## src/rtl/dvl_params.sv

```systemverilog
// Shared constants and state type for the DVL receive path.
package dvl_params;

   localparam int unsigned DEF_ADC_W         = 10;
   localparam int unsigned DEF_CNT_W         = 16;
   localparam int unsigned DEF_BLANK_CYCLES  = 8;
   localparam int unsigned DEF_WINDOW_CYCLES = 64;
   localparam int unsigned DEF_HOLD          = 3;
   localparam int unsigned ADC_MIDSCALE      = 2 ** (DEF_ADC_W - 1);

   typedef enum logic [2:0] {
      IDLE,
      BLANK,
      LISTEN,
      DONE_ECHO,
      DONE_TO
   } rx_state_t;

endpackage

```

## src/rtl/adc_magnitude.sv

```systemverilog
// Offset-binary ADC sample to absolute distance from midscale (combinational).
module adc_magnitude
   import dvl_params::*;
#(
   parameter int unsigned ADC_W    = DEF_ADC_W,
   parameter int unsigned MIDSCALE = ADC_MIDSCALE
) (
   input  logic [ADC_W-1:0] i_adc,
   output logic [ADC_W-1:0] o_mag_c
);

   localparam logic [ADC_W-1:0] MID = ADC_W'(MIDSCALE);

   // Fold the sample around midscale; full negative swing (0) maps to MIDSCALE.
   always_comb begin
      o_mag_c = '0;
      if (i_adc >= MID) begin
         o_mag_c = i_adc - MID;
      end else begin
         o_mag_c = MID - i_adc;
      end
   end

endmodule

```

## src/rtl/echo_detector.sv

```systemverilog
// Post-ping echo detector: blanks ring-down, then looks for HOLD qualifying
// samples in a row and reports time-of-flight and peak, or a timeout.
module echo_detector
   import dvl_params::*;
#(
   parameter int unsigned ADC_W         = DEF_ADC_W,
   parameter int unsigned CNT_W         = DEF_CNT_W,
   parameter int unsigned BLANK_CYCLES  = DEF_BLANK_CYCLES,
   parameter int unsigned WINDOW_CYCLES = DEF_WINDOW_CYCLES,
   parameter int unsigned HOLD          = DEF_HOLD
) (
   input  logic             clk,
   input  logic             rst,
   input  logic             start,
   input  logic [ADC_W-1:0] adc,
   input  logic             adc_valid,
   input  logic [ADC_W-1:0] threshold,
   output logic             rx_en,
   output logic             busy,
   output logic             echo_valid,
   output logic             timeout,
   output logic [CNT_W-1:0] tof,
   output logic [ADC_W-1:0] peak
);

   localparam int unsigned RUN_W = $clog2(HOLD + 1);

   rx_state_t          r_state;
   logic [CNT_W-1:0]   r_cnt;
   logic [ADC_W-1:0]   r_thr;
   logic [RUN_W-1:0]   r_run;
   logic [ADC_W-1:0]   r_peak_acc;
   logic [CNT_W-1:0]   r_cand;

   logic [ADC_W-1:0]   w_mag;
   logic               w_qual;
   logic               w_hit;
   logic               w_win_end;
   logic [RUN_W-1:0]   w_run_nxt;
   logic [ADC_W-1:0]   w_peak_nxt;
   logic [CNT_W-1:0]   w_cand_nxt;

   adc_magnitude #(
      .ADC_W    (ADC_W),
      .MIDSCALE (2 ** (ADC_W - 1))
   ) u_mag (
      .i_adc   (adc),
      .o_mag_c (w_mag)
   );

   // Run bookkeeping for the current sample: start a new candidate or extend it.
   always_comb begin
      w_qual     = adc_valid && (w_mag >= r_thr);
      w_run_nxt  = RUN_W'(1);
      w_peak_nxt = w_mag;
      w_cand_nxt = r_cnt;
      if (r_run != '0) begin
         w_run_nxt  = r_run + RUN_W'(1);
         w_peak_nxt = (w_mag > r_peak_acc) ? w_mag : r_peak_acc;
         w_cand_nxt = r_cand;
      end
      w_hit     = w_qual && (w_run_nxt == RUN_W'(HOLD));
      w_win_end = (r_cnt == CNT_W'(WINDOW_CYCLES - 1));
   end

   // Receive sequencer with result registers.
   always_ff @(posedge clk or negedge rst) begin
      if (!rst) begin
         r_state    <= IDLE;
         r_cnt      <= '0;
         r_thr      <= '0;
         r_run      <= '0;
         r_peak_acc <= '0;
         r_cand     <= '0;
         tof        <= '0;
         peak       <= '0;
      end else begin
         case (r_state)
            IDLE: begin
               if (start) begin
                  r_state    <= BLANK;
                  r_cnt      <= '0;
                  r_thr      <= threshold;
                  r_run      <= '0;
                  r_peak_acc <= '0;
                  r_cand     <= '0;
               end
            end
            BLANK: begin
               r_cnt <= r_cnt + CNT_W'(1);
               if (r_cnt == CNT_W'(BLANK_CYCLES - 1)) begin
                  r_state <= LISTEN;
               end
            end
            LISTEN: begin
               r_cnt <= r_cnt + CNT_W'(1);
               if (w_qual) begin
                  r_run      <= w_run_nxt;
                  r_peak_acc <= w_peak_nxt;
                  r_cand     <= w_cand_nxt;
               end else if (adc_valid) begin
                  r_run      <= '0;
                  r_peak_acc <= '0;
               end
               // Detection takes priority over the window closing on the same cycle.
               if (w_hit) begin
                  r_state <= DONE_ECHO;
                  tof     <= w_cand_nxt;
                  peak    <= w_peak_nxt;
               end else if (w_win_end) begin
                  r_state <= DONE_TO;
                  tof     <= '0;
                  peak    <= '0;
               end
            end
            DONE_ECHO: r_state <= IDLE;
            DONE_TO:   r_state <= IDLE;
            default:   r_state <= IDLE;
         endcase
      end
   end

   assign rx_en      = (r_state == LISTEN);
   assign busy       = (r_state != IDLE);
   assign echo_valid = (r_state == DONE_ECHO);
   assign timeout    = (r_state == DONE_TO);

endmodule

```

## config.mk

```make
export PLATFORM = sky130hd
export DESIGN_NAME = echo_detector
export DESIGN_NICKNAME = d
export VERILOG_FILES = /design/src/rtl/dvl_params.sv /design/src/rtl/adc_magnitude.sv /design/src/rtl/echo_detector.sv
export SDC_FILE = /design/constraint.sdc
export NUM_CORES = 1
export LEC_CHECK = 0
export CORE_ASPECT_RATIO = 1.1
export CORE_MARGIN = 2
export CORE_UTILIZATION = 50
export DETAILED_ROUTE_END_ITERATION = 8
export PLACE_DENSITY = 0.73
export SLEW_MARGIN = 20
export SYNTH_ARGS = -nofsm -noshare
export SYNTH_HDL_FRONTEND = slang
export SYNTH_HIERARCHICAL = 1
export SYNTH_SLANG_ARGS = --single-unit
```

## constraint.sdc

```tcl
create_clock -name clk -period 3.43 [get_ports clk]
set_input_delay 0.343 -clock clk [delete_from_list [all_inputs] [get_ports clk]]
set_output_delay 0.343 -clock clk [all_outputs]
set_load 0.03 [all_outputs]
```

==> impl_metrics.csv, run 1 <==
group,metric,value,unit
outcome,outcome,"complete, no violations",
routing,drt_pass1_iterations,4,
routing,wl,10.32,mm
synth,netlist.area_leader.share,47.46,%
floorplan,placement_rows,35,
sta,timing_worst_slew_pin_value,752.9,ps
grt,overflow,0,
floorplan,core,0.008452,mm^2
synth,number_of_synthesized_flops_with_an_enable_pin,0,
finish,multiInputGateArea,0.002096,mm^2
grt,first_pass_grt_wire_length,16.85,mm
critical_path,regToRegStartpoint,"r_peak_acc[7]",
synth,yosysMostFrequentCell,"dfrtp_1",
power_and_ir_drop,peakVddDrop,0.0003123,V
grt,number_of_antenna_violations_at_the_first_check_in_global_routing,0,
place,portBuffers,53,
power_and_ir_drop,power_per_cell_area,515.9,mW/mm^2
synth,synth.lib_cells_used.distinct,48,
power_and_ir_drop,report.power.total,2780,uW
cts,cts-root-to-sink-buffers,2,
synth,postSynthNetCount,457,
critical_path,family_with_the_most_delay_on_the_worst_path,"compound AO/OA/AOI/OAI gates",
routing,routed_wire_length_per_instance,17.18,um
cts,cts_post_setup_buffers_inserted,0,
grt,first_global_vias,3490,
cts,clock_sinks,83,
critical_path,cpPeakStageDelay,540,ps
synth,post_synth_main_area_contributors,"dfrtp_1 47%, ha_1 6.9%, mux2i_1 6.2%",
finish,area.sequential,0.002077,mm^2
sta,worst_clock_skew,11.03,ps
critical_path,timing.critical_path.fanout_max,4,
sta,hold_viol_final,0,
critical_path,cp-endpoint,"peak[6]",
critical_path,timing.critical_path.buf_inv,2,
critical_path,worst-endpoint-arrival,3400,ps
floorplan,io_pins,54,
synth,syn_avg_cell_area,10.70,um^2
synth,yosys_register_bits,83,
floorplan,starting_utilization_of_the_core_area,51.78,%
cts,cts_root_buffer,"clkbuf_8",
critical_path,crit_top_cell,"nor2_1",
sta,fmax,0.3152,GHz
grt,globalRouteTotalUtil,22.88,%
place,post-dp-hpwl,7.314,mm
synth,synth-seq-area-share,47.46,%
finish,fin_area,0.005389,mm^2
cts,path_clk_slew,90,ps
cts,cts_resized,0,
hold_path,min-delay-path-class,"input pin to asynchronous set/reset pin",
routing,routed_via_density,5.747,
cts,postCtsHoldBufs,0,
finish,ant_cells,0,
cts,clock_latency,350,ps
critical_path,crit_path_start,"adc[1]",
synth,ys_async_sr_fraction,100.0,%
finish,fin_nets,534,
critical_path,rr_endpoint,"peak[6]",
finish,layout-drive-gt1-share,13.27,%
finish,final_cell_count_no_fill,601,
routing,top_signal_layer_used,"met4",
sta,slew_headroom,49.81,%
sta,slew_viol_final,0,
finish,fill_cells,713,
critical_path,critical_path.slowest_cell,"clkdlybuf4s50_1",
cts,cts-buffers-inserted,9,
place,place.gp.congestion,0.8833,
critical_path,cp.depth,12,
place,dp.cells,586,
grt,grt_start_max_net_pins,84,
sta,finalCriticalPeriod,3173,ps
synth,synth_ff_type,"dfrtp_1",
run,maxCapViolCount,0,
sta,min_period_over_period,92.49,%
place,worst_setup_slack_after_placement,-249.2,ps
routing,met1_length,4.488,mm
cts,tritoncts,"built",
critical_path,ff2ff_path_depth,9,
synth,syn_inst,409,
critical_path,path_class,"input pin to register",
sta,grt_setup_unrepaired,"false",
floorplan,dieArea,0.009519,mm^2
synth,post_synth_most_frequent_cells,"83 x dfrtp_1, 34 x nor2_1, 29 x inv_1",
cts,htree_num_levels,3,
floorplan,fp.dieH,102.1,um
sta,finalSetupViolations,0,
routing,drcViolationCount,0,
routing,drt.antenna.violating_nets,0,
power_and_ir_drop,power.static_leakage,0.002563,uW
place,detailed_place.area,0.005223,mm^2
critical_path,timing.critical_path.from_type,"input pin",
synth,synth.cell_area,0.004377,mm^2
synth,synth_largest_area_cell,"dfrtp_1",
synth,synth_warnings,6,
routing,drt-initial-drc-count,140,
floorplan,fp.dieW,93.21,um
critical_path,critPathRequiredTime,3660,ps
sta,final_critical_path_setup_slack,257.4,ps
routing,vias,3454,
routing,wl_met3,327,um
critical_path,worst-r2r-setup-slack,1000,ps
routing,route.met2.wl,5.291,mm
critical_path,critical_path.cell_chain,"clkdlybuf4s50_1 > nor2_1 > a31oi_1 > xor2_1 > ha_1 > a211oi_1 > o21ai_0 > a2111oi_0 > nor2_1 > buf_4 > mux2i_1 > o2bb2ai_1",
finish,flow.area_growth_from_synthesis,23.13,%
critical_path,setup.worst_path.end_class,"register",
through the flow:
step	utilization (%)	hold WS, ps	setup TNS (ps)
global route	63.76	94.32	0
floorplan	-	47.41	0
detailed placement	61.79	472.7	-8216
CTS	63.67	211.7	0
finish	63.76	25.29	0
global placement	61.79	474.7	-4069
kinds of logic (layout without fill, tap and decap cells):
kind of cell	count (synthesis)	count (layout)	share of synthesized area [%]
flops	83	83	47.46
xor+xnor	19	19	3.802
buf+inv	48	129	4.745
mux	31	31	7.204
simple gates	104	104	11.84
fa+ha+maj	24	24	6.861
compound gates	100	100	18.10
placed cells by master (no fill, tap or decap), types with 24 or more instances in the layout:
master and instances:
a22o_1 27, o2bb2ai_1 24, nor2_1 34, mux2i_1 27, ha_1 24, buf_4 29
clkdlybuf4s50_1 52, dfrtp_1 83, nand2_1 24, inv_1 29
routing by layer:
metal,up-vias,track usage [%]
li1,1634,-
met1,1728,29.10
met2,75,39.80
met3,17,2.729
met4,0,9.842
met5,-,0
worst min path at each step:
stage	startpoint	to	cells past startpoint
2_1_floorplan	rst	peak[0]	0
3_3_place_gp	tof[3]	tof[3]	1
3_5_place_dp	peak[2]	peak[2]	1
4_1_cts	rst	r_cand[4]	1
5_1_grt	rst	r_cand[5]	1
6_report	rst	tof[2]	1
where the power goes:
group | switching, uW | leakage (uW) | internal, uW
Sequential | 111 | 0.00113 | 1100
Combinational | 534 | 0.00135 | 426
Clock | 352 | 0.0000819 | 257
flip-flops by register name (all words and copies together), names as in the netlist:
name        cells
r_cand         16
r_peak_acc     10
tof            16
peak           10
r_cnt          16
r_thr          10
r_state         3
r_run           2
area by class of cell:
type,instances,share of cell area [%]
clock buffer,10,2.368
clock inverter,5,0.5805
inverter,29,2.020
multi-input combinational,278,38.89
sequential,83,38.54
tap,111,2.577
timing repair buffer,85,15.02
No activity file was read; power rests on OpenSTA's default activity.
==> run 2, diff against run 1 <==
--- a/config.mk
+++ b/config.mk
@@ -9,6 +9,7 @@
 export CORE_MARGIN = 2
 export CORE_UTILIZATION = 50
 export DETAILED_ROUTE_END_ITERATION = 8
+export GPL_TIMING_DRIVEN = 0
 export PLACE_DENSITY = 0.73
 export SLEW_MARGIN = 20
 export SYNTH_ARGS = -nofsm -noshare
==> run 2 against run 1 <==
Against the previous run: global-route usage decreased by 0.58 points; cell count decreased by 1.5%; combinational power increased by 1%; sequential power about the same; critical path type unchanged.
==> impl_metrics.csv, run 2 (same netlist as run 1, synthesis figures left out) <==
group,metric,value,unit
outcome,outcome,"complete, no violations",
critical_path,setup.worst_path.end_class,"register",
floorplan,fp.dieH,102.1,um
power_and_ir_drop,peakVddDrop,0.0002763,V
place,portBuffers,52,
sta,timing_worst_slew_pin_value,804.0,ps
sta,final.setup.tns,0,ps
routing,drt.antenna.violating_nets,0,
critical_path,path_class,"input pin to register",
floorplan,dieArea,0.009519,mm^2
power_and_ir_drop,total_net_switching_power,1015,uW
finish,top_regs,"r_cand: 16 flops, r_cnt: 16 flops, tof: 16 flops",
critical_path,family_with_the_most_delay_on_the_worst_path,"buffers and inverters",
cts,cts_root_buffer,"clkbuf_8",
power_and_ir_drop,power_frac_clock,26.5,%
power_and_ir_drop,power_frac_comb,33.1,%
sta,finalSetupViolations,0,
floorplan,io_pins,54,
routing,drt-initial-drc-count,135,
grt,first_global_vias,3377,
power_and_ir_drop,power_per_cell_area,546.7,mW/mm^2
routing,drt_pass1_iterations,4,
power_and_ir_drop,power.static_leakage,0.002512,uW
cts,tritoncts,"built",
critical_path,worst-endpoint-arrival,3490,ps
sta,final_critical_path_setup_slack,178.2,ps
cts,clock_latency,360,ps
critical_path,critical_path.slowest_cell,"clkdlybuf4s50_1",
power_and_ir_drop,power_report.internal_total,1927,uW
cts,cts-root-to-sink-buffers,2,
sta,worst_clock_skew,14.38,ps
routing,routed_via_density,5.595,
run,maxCapViolCount,0,
sta,slew_viol_final,0,
cts,path_clk_slew,80,ps
finish,flow.area_growth_from_synthesis,22.96,%
place,place.gp.congestion,0.8310,
grt,globalRouteTotalUtil,22.30,%
finish,fin_area,0.005381,mm^2
routing,drcViolationCount,0,
critical_path,critPathRequiredTime,3670,ps
place,detailed_place.area,0.005054,mm^2
finish,ant_cells,0,
finish,fin_nets,525,
floorplan,starting_utilization_of_the_core_area,51.78,%
critical_path,crit_top_cell,"ha_1",
sta,fmax,0.3075,GHz
critical_path,timing.critical_path.from_type,"input pin",
sta,hold_viol_final,0,
critical_path,timing.critical_path.buf_inv,5,
finish,layout-drive-gt1-share,11.64,%
floorplan,fp.dieW,93.21,um
grt,first_pass_grt_wire_length,16.30,mm
power_and_ir_drop,p_seq_share,40.4,%
sta,min_period_over_period,94.80,%
cts,cts-buffers-inserted,9,
floorplan,placement_rows,35,
grt,overflow,0,
routing,routed_wire_length_per_instance,16.74,um
critical_path,timing.critical_path.fanout_max,10,
cts,htree_num_levels,3,
routing,vias,3312,
hold_path,min-delay-path-class,"register to register",
grt,number_of_antenna_violations_at_the_first_check_in_global_routing,0,
sta,slew_headroom,46.40,%
critical_path,critical_path.cell_chain,"clkdlybuf4s50_1 > inv_1 > ha_1 > a21oi_1 > xor2_2 > ha_1 > a21oi_2 > a211oi_4 > a2111oi_4 > buf_4 > nand2_2 > and3_1 > buf_2 > buf_6 > a22o_1",
place,worst_setup_slack_after_placement,-520.1,ps
sta,finalCriticalPeriod,3252,ps
cts,clock_sinks,83,
critical_path,cpPeakStageDelay,530,ps
floorplan,core,0.008452,mm^2
finish,mostFrequentLayoutCells,"83 x dfrtp_1, 51 x clkdlybuf4s50_1, 34 x nor2_1",
routing,wl,9.909,mm
power_and_ir_drop,switching_share,34.50,%
place,post-dp-hpwl,7.213,mm
sta,grt_setup_unrepaired,"true",
grt,grt_start_max_net_pins,46,
finish,most_common_cell_after_layout_fill_and_taps_aside,"dfrtp_1",
==> run 2: cell count changes in the layout (fill, tap and decap cells not counted), sizes merged <==
cell           delta
bufinv            +2
clkinvlp          +1
dlygate4sd3       +1
clkinv            -4
clkbuf            +7
buf              -15
clkdlybuf4s50     -1
==> run 2: repair_timing <==
item                       4_1_cts  5_1_grt
pin swaps                        1        4
cloned                           0        0
hold buffers                     1        0
setup endpoints to repair       30       45
resized for setup                4       10
hold endpoints to repair        19        0
setup buffers                    1        2
==> run 2: worst register-to-register path, cell delays in order (launching register included) <==
cell and delay, ps:
dfrtp_1 370, inv_1 120, ha_1 200, buf_2 320, nor2_1 90, o21ai_0 110, mux2i_1 110, nor2_1 260
buf_2 380, mux2i_1 320, o2bb2ai_1 110
==> run 2: metal layers <==
metal  GRT usage (%)  part of all wire [%]  up-vias
met5               0                     0        -
met4           8.937                   2.4        0
met3           3.540                   3.1       19
met2           37.85                    49       57
met1           28.87                    45     1624
li1                -                     -     1612
==> run 2: layout make-up <==
class                      count  area, um^2
fill                         686        3070
multi-input combinational    278        2166
sequential                    83        2077
timing repair buffer          57       570.5
clock buffer                  11       141.4
tap                          111       138.9
inverter                      29       108.9
buffer                        19       103.9
clock inverter                 4       75.07
==> run 2: path summary, 6_finish.rpt <==
path | from | endpoint | slack (ps) | depth (start not counted)
worst max-delay path | adc[0] | r_cand[10] | 180 | 15
worst min-delay path | peak[0] | peak[0] | 490 | 1
worst max register to register | r_run[0] | peak[6] | 930 | 10
worst min register to register | peak[0] | peak[0] | 490 | 1
max in group asynchronous | rst | peak[4] | 2290 | 3
min in group asynchronous | rst | tof[5] | 520 | 2
==> run 2: through the flow <==
step | total power (uW) | hold slack, ps | std cells | util (%)
final | 2942 | 493.8 | 592 | 63.67
after global routing | 3112 | 506.8 | 592 | 63.67
after CTS | 2910 | 496.1 | 590 | 62.83
after detailed placement | 2125 | 385.5 | 573 | 59.79
after global placement | 2092 | 475.2 | 572 | 59.59
after floorplan | 1858 | 47.41 | 409 | -
==> run 2: power by group through the flow <==
stage	sequential (uW)	combinational, uW	clock [uW]
floorplan	1190	671	0
global placement	1200	890	0
detailed placement	1210	917	0
CTS	1190	931	791
global route	1210	1070	830
finish	1190	973	780
